## src/rtl/div_issue_arbiter.sv

```systemverilog
// Round-robin arbiter sharing one div_unit among NUM_REQ issue ports, with an in-flight credit limit.
// Latency: a request accepted in cycle N drives div_* in cycle N+1; back-to-back issue while div_ready is high.
// Backpressure: the slot holds while div_valid & ~div_ready; issue stalls at MAX_INFLIGHT. Optional counters: DIV_ARB_PERF_EN.

package div_arb_pkg;
  typedef struct packed {
    logic is_signed;  // signed division
    logic is_rem;     // return remainder instead of quotient
    logic is_word;    // 32-bit word operation
  } div_decode_t;
endpackage

module div_issue_arbiter
  import div_arb_pkg::*;
#(
  parameter int NUM_REQ      = 4,
  parameter int RS_ID_WIDTH  = 5,
  parameter int MAX_INFLIGHT = 3
) (
  input  logic                                  clk,
  input  logic                                  rst,
  input  logic [NUM_REQ-1:0]                    req_valid,
  output logic [NUM_REQ-1:0]                    req_ready,
  input  logic [NUM_REQ*RS_ID_WIDTH-1:0]        req_rs_id,
  input  logic [NUM_REQ*5-1:0]                  req_reg_addr,
  input  logic [NUM_REQ*32-1:0]                 req_op1,
  input  logic [NUM_REQ*32-1:0]                 req_op2,
  input  logic [NUM_REQ*$bits(div_decode_t)-1:0] req_control,
  output logic                                  div_valid,
  input  logic                                  div_ready,
  output logic [RS_ID_WIDTH-1:0]                div_rs_id,
  output logic [4:0]                            div_reg_addr,
  output logic [31:0]                           div_op1,
  output logic [31:0]                           div_op2,
  output div_decode_t                           div_control,
  input  logic                                  res_valid,
  input  logic                                  res_ready,
  output logic [2:0]                            inflight
`ifdef DIV_ARB_PERF_EN
  ,
  output logic [31:0]                           stall_cycles,
  output logic [31:0]                           credit_stall_cycles
`endif
);

  localparam int PW = (NUM_REQ > 1) ? $clog2(NUM_REQ) : 1;
  localparam int DW = $bits(div_decode_t);

  logic [PW-1:0] rr_ptr;
  logic [PW-1:0] grant_idx;
  logic [PW-1:0] scan_idx;
  logic          grant_found;
  logic          slot_free;
  logic          retire;
  logic [2:0]    inflight_base;
  logic          can_issue;
  logic          accept;

  // Credit check: a retirement this cycle returns its credit immediately; clamp so a stray retire at 0 cannot wrap.
  always_comb begin
    retire        = res_valid & res_ready;
    slot_free     = ~div_valid | div_ready;
    inflight_base = (retire && inflight != 3'd0) ? inflight - 3'd1 : inflight;
    can_issue     = slot_free & ({1'b0, inflight_base} < 4'(MAX_INFLIGHT));
  end

  // Round-robin scan from rr_ptr: first valid port in rotated order wins.
  always_comb begin
    grant_found = 1'b0;
    grant_idx   = '0;
    scan_idx    = '0;
    for (int k = 0; k < NUM_REQ; k++) begin
      scan_idx = PW'((int'(rr_ptr) + k) % NUM_REQ);
      if (!grant_found && req_valid[scan_idx]) begin
        grant_found = 1'b1;
        grant_idx   = scan_idx;
      end
    end
  end

  // Only the winning port sees ready, and only when the slot and a credit are both available.
  always_comb begin
    req_ready = '0;
    accept    = 1'b0;
    if (!rst && grant_found && can_issue) begin
      req_ready[grant_idx] = 1'b1;
      accept               = 1'b1;
    end
  end

  // Issue slot and round-robin pointer: load on accept, drain when the divider takes the op, hold on stall.
  always_ff @(posedge clk) begin
    if (rst) begin
      div_valid    <= 1'b0;
      div_rs_id    <= '0;
      div_reg_addr <= '0;
      div_op1      <= '0;
      div_op2      <= '0;
      div_control  <= '0;
      rr_ptr       <= '0;
    end else if (slot_free) begin
      if (accept) begin
        div_valid    <= 1'b1;
        div_rs_id    <= req_rs_id[grant_idx*RS_ID_WIDTH +: RS_ID_WIDTH];
        div_reg_addr <= req_reg_addr[grant_idx*5 +: 5];
        div_op1      <= req_op1[grant_idx*32 +: 32];
        div_op2      <= req_op2[grant_idx*32 +: 32];
        div_control  <= div_decode_t'(req_control[grant_idx*DW +: DW]);
        if (int'(grant_idx) == NUM_REQ - 1) rr_ptr <= '0;
        else                                rr_ptr <= grant_idx + 1'b1;
      end else begin
        div_valid <= 1'b0;
      end
    end
  end

  // In-flight count covers the issue slot plus ops inside the divider; a retire at 0 holds at 0.
  always_ff @(posedge clk) begin
    if (rst) begin
      inflight <= 3'd0;
    end else if (accept && !retire) begin
      inflight <= inflight + 3'd1;
    end else if (!accept && retire && inflight != 3'd0) begin
      inflight <= inflight - 3'd1;
    end
  end

`ifndef SYNTHESIS
  // A retirement with nothing in flight means the divider handshake is out of step with issue.
  always_ff @(posedge clk) begin
    if (!rst) begin
      assert (!(retire && inflight == 3'd0))
        else $error("div_issue_arbiter: retirement observed with inflight=0");
    end
  end
`endif

`ifdef DIV_ARB_PERF_EN
  // Count divider backpressure cycles and cycles where requests wait only for a credit.
  always_ff @(posedge clk) begin
    if (rst) begin
      stall_cycles        <= '0;
      credit_stall_cycles <= '0;
    end else begin
      if (div_valid && !div_ready)                 stall_cycles        <= stall_cycles + 32'd1;
      if ((|req_valid) && slot_free && !can_issue) credit_stall_cycles <= credit_stall_cycles + 32'd1;
    end
  end
`endif

endmodule
```

## config.mk

```make
export PLATFORM = sky130hd
export DESIGN_NAME = div_issue_arbiter
export DESIGN_NICKNAME = d
export VERILOG_FILES = /design/src/rtl/div_issue_arbiter.sv
export SDC_FILE = /design/constraint.sdc
export NUM_CORES = 1
export LEC_CHECK = 0
export BUFFER_PORTS_ARGS = -buffer_cell sky130_fd_sc_hd__clkbuf_2
export CAP_MARGIN = 0
export CORE_AREA = 2 2 156 158
export CTS_CLUSTER_SIZE = 20
export DETAILED_ROUTE_END_ITERATION = 10
export DIE_AREA = 0 0 158 160
export PLACE_DENSITY = 0.48
export SLEW_MARGIN = 40
export SYNTH_ARGS = -nofsm -noshare
export SYNTH_HDL_FRONTEND = slang
export SYNTH_SLANG_ARGS = --single-unit
```

## constraint.sdc

```tcl
create_clock -name clk -period 2.8 [get_ports clk]
set_input_delay 0.42 -clock clk [delete_from_list [all_inputs] [get_ports clk]]
set_output_delay 0.42 -clock clk [all_outputs]
set_load 0.1 [all_outputs]
```

==> impl_metrics.py, run 1 <==
metrics = {
    "floorplanning": {
        "io_pins": 402,
        "fp.dieArea_mm2": 0.0253,
        "fp.dieW_um": 158,
        "die_height_um": 160,
        "initial_core_util_pct": 21.5,
        "core_region_area_mm2": 0.0238,
        "rows": 57,
    },
    "synthesis": {
        "avgSynthCellArea_um2": 10.1,
        "syn_nets": 831,
        "ys_seq_area_share_pct": 32.4,
        "synth_edf_count": 0,
        "synthFlopType": "dfxtp_1",
        "syn_area_mm2": 0.00513,
        "ys_seq_elements": 83,
        "yosys_warnings": 0,
        "yosysTopAreaCellShare_pct": 32.4,
        "synth_cell_types": 36,
        "synth_area_leaders": "dfxtp_1 32%, mux2i_1 30%, o221ai_2 8.5%, o221ai_1 8.2%, nand2_1 6.1%",
        "synth_top_area_cell": "dfxtp_1",
        "synth_async_sr_flop_share_pct": 0,
        "synthCells": 507,
    },
    "sta": {
        "rsz0062_at_grt": "false",
        "tns_ns": 0,
        "fin_skew_ns": 0.00838,
        "relSlewSlack_pct": 56.0,
        "slew_violations": 0,
        "hold_violations": 0,
        "whs_ns": 0.370,
        "fin_crit_ns": 2.55,
        "setup_viol": 0,
        "fmax_mhz": 392,
        "period_share_pct": 91.1,
        "tightestPinTransition_ns": 0.662,
    },
    "cells_and_area": {
        "multi_input_area_mm2": 0.00319,
        "nets": 1219,
        "fill_cells": 2560,
        "diodes": 0,
        "final-seq-area_mm2": 0.00167,
        "fin_util_pct": 33.2,
        "syn2layout_area_growth_pct": 54.0,
        "final_layout_size_suffix_gt1_share_pct": 53.8,
    },
    "placement": {
        "gp_congestion": 0.748,
        "port_buffers": 401,
        "place.detailed.hpwl_mm": 15.1,
    },
    "route": {
        "drt_iter0_markers": 164,
        "wire_per_inst_um": 15.5,
        "drc": 0,
        "routed_wl_mm": 19.0,
        "firstDrtPassIters": 4,
        "viasPerCell": 4.41,
        "ant_nets": 0,
        "via_count": 5396,
    },
    "worst_hold_path": {
        "min_from": "req_op1[73]",
        "hold_path.class": "primary input to register",
    },
    "setup_path": {
        "cp-startpoint": "rr_ptr[0]",
        "worstReg2RegStart": "inflight[0]",
        "required_ns": 2.38,
        "cp_data_arrival_time_ns": 2.13,
        "cp_max_fo": 8,
        "end_kind": "primary output",
        "start_kind": "register",
        "crit_chain": "nand2b_1, a21oi_1, a211oi_2, inv_2, ha_1, and2_2, buf_12",
        "critical_path_class": "register to primary output",
        "path_delay_family": "compound AO/OA/AOI/OAI gates",
        "cp_slowest_cell": "dfxtp_1",
        "cp_slowest_stage_delay_ns": 0.46,
        "critPathBufInv": 2,
    },
    "clocking": {
        "cts_buffers": 9,
        "cts_sinks": 83,
        "clk_latency_ns": 0.34,
        "clockRootBuffer": "clkbuf_16",
        "cts_resized": 0,
        "post-cts-setup-buffers": 0,
        "hold_buffers": 0,
        "path_clk_slew_ns": 0.07,
        "htree_num_levels": 3,
        "clockBufferDepth": 2,
        "cts_tree": "built",
    },
    "global_route": {
        "antenna_found_initial": 1,
        "grt_pass1_vias": 5466,
        "grt_max_degree": 61,
        "grt_pass1_wl_mm": 28.3,
        "grt.total_usage_pct": 14.5,
        "grt_overflow_total": 0,
    },
    "power_and_ir_drop": {
        "leakagePower_uw": 0.00388,
        "vdd_drop_max_mv": 0.604,
        "powerDensity_mw_per_mm2": 1230,
    },
    "run": {
        "maxCapViolations": 0,
    },
    "status": {
        "outcome": "finished clean",
    },
}
final cells by class:
type	instances	area share, %
clock buffers	12	3.37
clock inverters	4	0.713
inverters	8	0.380
multi-input cells	372	40.4
flip-flops and latches	83	21.1
well taps	324	5.13
repair buffers	421	28.9
final timing paths:
check             slack (ns)      endpoint  cells after the start
hold reg to reg         0.46   div_op1[14]                      2
hold / removal          0.37    div_op1[9]                      3
setup reg to reg        0.60  div_rs_id[1]                      8
setup / recovery        0.25  req_ready[0]                      7
per-layer routing:
metal / vias up / global-route usage (%) / wire, um
li1: 2700 / - / -
met1: 2419 / 15.4 / 7510
met2: 258 / 27.6 / 9720
met3: 17 / 3.69 / 1510
met4: 2 / 4.26 / 258
met5: - / 0 / 13
cell usage after synthesis (2+ instances only):
cell type	count
a21o_1	3
a21oi_1	7
a31oi_1	2
and2_1	5
buf_2	11
buf_4	15
buf_6	6
clkbuf_1	12
dfxtp_1	83
ha_1	7
inv_1	7
mux2i_1	155
nand2_1	84
nand2_2	2
nand2b_1	5
nand3_1	2
nor2_1	6
nor3_1	2
o221ai_1	48
o221ai_2	29
state kept, by name (all words and copies together), names as in the netlist:
signal,flops
div_op1,32
rr_ptr,2
div_control,3
div_valid,1
div_reg_addr,5
inflight,3
div_rs_id,5
div_op2,32
cell families after synthesis:
group / Yosys count / share of synthesized area (%)
and+or+nand+nor: 108 / 8.71
buffers and inverters: 52 / 6.05
AOI/OAI and AO/OA: 99 / 20.1
xor gates and xnor gates: 1 / 0.171
adders and majority gates: 7 / 1.71
muxes: 157 / 30.9
DFF: 83 / 32.4
where the power goes:
part	internal (uW)	switching (uW)	total, uW
Sequential	1670	285	1960
Clock	772	523	1290
Combinational	1500	4920	6420
Total	3950	5730	9680
cell usage in the layout, fill, tap and decap left out, drive strengths merged:
master  instances
a211oi          2
nand2b          5
buf            24
nor3            2
a31oi           3
nor2            6
dfxtp          83
o22a            1
a221oi          2
xor2            1
mux4            1
ha              7
and3            1
mux2i         155
nand3b          1
clkbuf        409
and2            5
bufinv          1
clkinv          2
mux2            1
inv             9
nand3           2
nand2          86
o21ai           2
a21oi           7
o211ai          1
a31o            1
a21o            3
o221ai         77
metrics by stage:
| step | worst slack (ns) | power, uW | cell area [um2] | instances |
|---|---|---|---|---|
| global placement | 0.461 | 8450 | 7570 | 1208 |
| detailed placement | 0.435 | 8460 | 7570 | 1208 |
| finish | 0.251 | 9680 | 7900 | 1224 |
| CTS | 0.111 | 9810 | 7900 | 1224 |
| global route | 0.0865 | 10100 | 7900 | 1224 |
| floorplan | 0.103 | 7220 | 5140 | 507 |
tightest hold or removal path: cells and delay by family:
family          cells  cell delay (ns)
compound gates      1             0.13
mux                 1             0.06
buf+inv             1             0.08
(Power assumes the default switching activity.)
==> run 2: changes to the inputs <==
==> constraint.sdc (replaced) <==
create_clock -name clk -period 2.5 [get_ports clk]
set_input_delay 0.375 -clock clk [delete_from_list [all_inputs] [get_ports clk]]
set_output_delay 0.375 -clock clk [all_outputs]
set_load 0.1 [all_outputs]
==> impl_metrics.py, run 2 (same netlist as run 1, synthesis figures left out) <==
metrics = {
    "sta": {
        "setup_viol": 0,
        "tightestPinTransition_ns": 0.582,
        "tns_ns": 0,
        "hold_violations": 0,
        "fmax_mhz": 421,
        "fin_skew_ns": 0.00935,
        "relSlewSlack_pct": 61.4,
        "period_share_pct": 95.1,
        "slew_violations": 0,
        "fin_crit_ns": 2.38,
        "setup_ws_ns": 0.123,
        "rsz0062_at_grt": "false",
    },
    "clocking": {
        "clockBufferDepth": 2,
        "cts_sinks": 83,
        "cts_tree": "built",
        "hold_buffers": 0,
        "cts_buffers": 9,
        "clk_latency_ns": 0.34,
        "htree_num_levels": 3,
        "path_clk_slew_ns": 0.07,
        "post-cts-setup-buffers": 0,
        "clockRootBuffer": "clkbuf_16",
    },
    "placement": {
        "gp_congestion": 0.761,
        "post-place-ws_ns": 0.216,
        "place_area_mm2": 0.00764,
        "place.detailed.hpwl_mm": 15.8,
        "port_buffers": 401,
    },
    "global_route": {
        "grt.total_usage_pct": 15.1,
        "grt_overflow_total": 0,
        "grt_max_degree": 50,
        "grt_pass1_vias": 5470,
        "grt_pass1_wl_mm": 29.3,
        "antenna_found_initial": 0,
    },
    "route": {
        "viasPerCell": 4.45,
        "wire_per_inst_um": 16.2,
        "drc": 0,
        "wl_met3_mm": 1.55,
        "ant_nets": 0,
        "drt-met1-wl_mm": 7.95,
        "routed_wl_mm": 19.9,
        "wl_met2_mm": 10.1,
        "drt_iter0_markers": 188,
        "via_count": 5453,
        "top_layer": "met4",
        "firstDrtPassIters": 6,
    },
    "cells_and_area": {
        "design_area_mm2": 0.00795,
        "layout_common_cells": "397 x clkbuf_2, 155 x mux2i_1, 84 x nand2_1",
        "top_regs": "div_op1 x32, div_op2 x32",
        "final_layout_size_suffix_gt1_share_pct": 53.7,
        "nets": 1220,
        "syn2layout_area_growth_pct": 55.1,
        "layout_commonest_cell": "clkbuf_2",
    },
    "setup_path": {
        "required_ns": 2.12,
        "cp_data_arrival_time_ns": 2.00,
        "end_kind": "primary output",
        "start_kind": "register",
        "critical_path_class": "register to primary output",
        "cp_max_fo": 8,
    },
    "floorplanning": {
        "rows": 57,
        "core_region_area_mm2": 0.0238,
        "io_pins": 402,
        "fp.dieArea_mm2": 0.0253,
        "fp.dieW_um": 158,
        "initial_core_util_pct": 21.5,
        "die_height_um": 160,
    },
    "power_and_ir_drop": {
        "leakagePower_uw": 0.00389,
        "vdd_drop_max_mv": 0.638,
        "powerDensity_mw_per_mm2": 1370,
        "power_uw": 10900,
    },
    "status": {
        "outcome": "finished clean",
    },
    "worst_hold_path": {
        "hold_path.class": "primary input to register",
    },
    "run": {
        "maxCapViolations": 0,
    },
}
==> run 2: changes by cell type in the layout (fill, tap and decap cells not counted), moves of 2 or more <==
cell	previous run	this run
and2_2	4	0
and2_4	0	4
buf_12	9	13
buf_4	15	12
clkbuf_1	0	2
clkbuf_8	3	0
==> run 2: what timing repair did <==
action / CTS / global route
setup endpoints to repair: 4 / 4
pin swaps: 0 / 1
cloned: 0 / 0
gates resized for setup: 1 / 1
==> run 2: layer usage <==
layer,GRT usage [%],vias up
met5,0,-
met2,28.6,250
met3,3.66,12
met4,3.60,0
met1,16.7,2485
li1,-,2706
==> run 2: area by class of cell <==
type | count | area (um2)
Antenna cell | 1 | 2.50
Clock buffer | 11 | 233
Clock inverter | 4 | 76.3
Fill cell | 2544 | 15900
Inverter | 8 | 30.0
Multi-Input combinational cell | 372 | 3200
Sequential cell | 83 | 1670
Tap cell | 324 | 405
Timing Repair Buffer | 422 | 2340
==> run 2: stage by stage <==
step,utilization (%),cells,hold slack [ns]
6_report,33.4,1225,0.335
5_1_grt,33.4,1224,0.343
4_1_cts,33.4,1224,0.321
3_5_place_dp,32.1,1209,0.446
3_3_place_gp,32.1,1209,0.444
2_1_floorplan,-,507,0.435
==> run 2: worst max-delay path, cell delays in order (launching register included) <==
cell and delay, ns:
dfxtp_4 0.38, inv_2 0.05, ha_1 0.21, xor2_1 0.14, o211ai_1 0.22, and3_4 0.31
and2_4 0.18, buf_12 0.16
==> run 2: report_power, final <==
group	internal [uW]	switching (uW)
sequential	1880	320
combinational	1720	5530
clock	874	575
==> run 2: path summary, 6_finish.rpt <==
path	start	end	slack (ns)	cells past startpoint
min	req_op1[9]	div_op1[9]	0.33	3
max reg2reg	inflight[0]	div_op1[18]	0.42	8
max	inflight[0]	req_ready[0]	0.12	7
min reg2reg	div_reg_addr[3]	div_reg_addr[3]	0.46	2
==> run 3: changes to the inputs <==
--- a/config.mk
+++ b/config.mk
@@ -11,7 +11,7 @@
 export CTS_CLUSTER_SIZE = 20
 export DETAILED_ROUTE_END_ITERATION = 10
 export DIE_AREA = 0 0 158 160
-export PLACE_DENSITY = 0.48
+export PLACE_DENSITY = 0.57
 export SLEW_MARGIN = 40
 export SYNTH_ARGS = -nofsm -noshare
 export SYNTH_HDL_FRONTEND = slang
==> impl_metrics.py, run 3 (same netlist as run 1, synthesis figures left out) <==
metrics = {
    "sta": {
        "fmax_mhz": 423,
        "fin_skew_ns": 0.0103,
        "tightestPinTransition_ns": 0.599,
        "relSlewSlack_pct": 60.2,
        "setup_viol": 0,
        "tns_ns": 0,
        "rsz0062_at_grt": "false",
        "fin_crit_ns": 2.36,
        "hold_violations": 0,
        "slew_violations": 0,
        "period_share_pct": 94.5,
    },
    "power_and_ir_drop": {
        "powerDensity_mw_per_mm2": 1370,
        "switching_power_uw": 6400,
        "leakagePower_uw": 0.00389,
        "sw_frac_of_total_pct": 58.7,
        "p_int_uw": 4490,
        "p_comb_share_pct": 66.4,
        "vdd_drop_max_mv": 0.720,
        "power_uw": 10900,
        "p_seq_share_pct": 20.2,
        "clkPwrFrac_pct": 13.4,
    },
    "cells_and_area": {
        "top_regs": "div_op1 x32, div_op2 x32",
        "syn2layout_area_growth_pct": 55.2,
        "layout_commonest_cell": "clkbuf_2",
        "nets": 1219,
        "layout_common_cells": "397 x clkbuf_2, 155 x mux2i_1, 84 x nand2_1",
        "fill_cells": 2535,
        "final_layout_size_suffix_gt1_share_pct": 53.7,
        "diodes": 0,
    },
    "global_route": {
        "grt_overflow_total": 0,
        "grtUsageMet2_pct": 27.6,
        "grt_pass1_vias": 5575,
        "grt_pass1_wl_mm": 27.7,
        "grt_max_degree": 78,
        "grt.total_usage_pct": 14.0,
        "antenna_found_initial": 0,
        "grt-busiest-layer": "met2",
        "grt_use_met3_pct": 3.53,
        "gr-usage-met1_pct": 14.4,
    },
    "floorplanning": {
        "fp.dieW_um": 158,
        "rows": 57,
        "initial_core_util_pct": 21.5,
        "io_pins": 402,
        "die_height_um": 160,
        "core_region_area_mm2": 0.0238,
        "fp.dieArea_mm2": 0.0253,
    },
    "clocking": {
        "clockRootBuffer": "clkbuf_16",
        "cts_sinks": 83,
        "cts_buffers": 9,
        "hold_buffers": 0,
        "clockBufferDepth": 2,
        "clk_latency_ns": 0.34,
        "htree_num_levels": 3,
        "path_clk_slew_ns": 0.07,
        "cts_tree": "built",
    },
    "setup_path": {
        "critPathBufInv": 3,
        "required_ns": 2.12,
        "crit_chain": "inv_1, ha_4, nor2_1, o211ai_1, and3_1, buf_6, and2_4, buf_12",
        "cp_data_arrival_time_ns": 1.99,
        "cp_max_fo": 7,
        "end_kind": "primary output",
        "cp_slowest_cell": "dfxtp_4",
        "cp_slowest_stage_delay_ns": 0.37,
        "start_kind": "register",
        "path_delay_family": "simple AND/OR/NAND/NOR gates",
        "worstReg2RegStart": "inflight[1]",
        "critical_path_class": "register to primary output",
        "cp-startpoint": "inflight[1]",
    },
    "route": {
        "ant_nets": 0,
        "drt_iter0_markers": 251,
        "routed_wl_mm": 18.6,
        "wire_per_inst_um": 15.2,
        "via_count": 5498,
        "firstDrtPassIters": 4,
        "viasPerCell": 4.49,
        "drc": 0,
    },
    "status": {
        "outcome": "finished clean",
    },
    "placement": {
        "place.detailed.hpwl_mm": 14.7,
        "port_buffers": 401,
        "gp_congestion": 0.799,
    },
    "run": {
        "maxCapViolations": 0,
    },
    "worst_hold_path": {
        "hold_path.class": "primary input to register",
        "min_from": "req_op1[42]",
    },
}
[run 3: power groups by stage]
stage | combinational (uW) | sequential, uW | clock, uW
finish | 7230 | 2200 | 1460
global route | 7550 | 2270 | 1570
CTS | 7280 | 2200 | 1530
detailed placement | 7290 | 2210 | 0
global placement | 7260 | 2210 | 0
floorplan | 2150 | 5960 | 0
[run 3: through the flow]
stage / setup WS (ns) / area, um2 / hold slack (ns) / std cells / utilization (%)
floorplan: 0.00412 / 5150 / 0.435 / 507 / -
global placement: 0.337 / 7620 / 0.443 / 1207 / 32.0
detailed placement: 0.306 / 7620 / 0.446 / 1207 / 32.0
CTS: 0.0114 / 7930 / 0.324 / 1223 / 33.3
global route: 0.0202 / 7960 / 0.338 / 1224 / 33.4
finish: 0.137 / 7960 / 0.342 / 1224 / 33.4
[run 3: tightest hold or removal path: cells and delay by family]
| kind | cells | cell delay, ns |
|---|---|---|
| AOI/OAI and AO/OA | 1 | 0.15 |
| buffers and inverters | 1 | 0.07 |
| muxes | 1 | 0.05 |
[run 3: what timing repair did]
action                                  in CTS  in global routing
endpoints found under the setup margin       0                  4
setup buffers                                0                  1
resized for setup                            0                  3
[run 3: layout make-up]
| class | count | area, um2 | share of cell area (%) |
|---|---|---|---|
| clock inverter | 4 | 73.8 | 0.928 |
| clock buffer | 12 | 236 | 2.97 |
| sequential | 83 | 1670 | 21.0 |
| timing repair buffer | 421 | 2330 | 29.3 |
| multi-input combinational | 372 | 3210 | 40.3 |
| tap | 324 | 405 | 5.09 |
| inverter | 8 | 30.0 | 0.377 |
[run 3: final timing paths]
| path | end | slack (ns) | depth (start not counted) |
|---|---|---|---|
| worst min register to register | div_op1[23] | 0.46 | 2 |
| worst min-delay path | div_op1[10] | 0.34 | 3 |
| worst max register to register | div_reg_addr[3] | 0.25 | 10 |
| worst max-delay path | req_ready[3] | 0.14 | 8 |
[run 3: layer usage]
layer	vias to the layer above	wire, um
met5	-	0
met4	0	294
met3	13	1480
met2	258	9770
met1	2529	7030
li1	2698	-
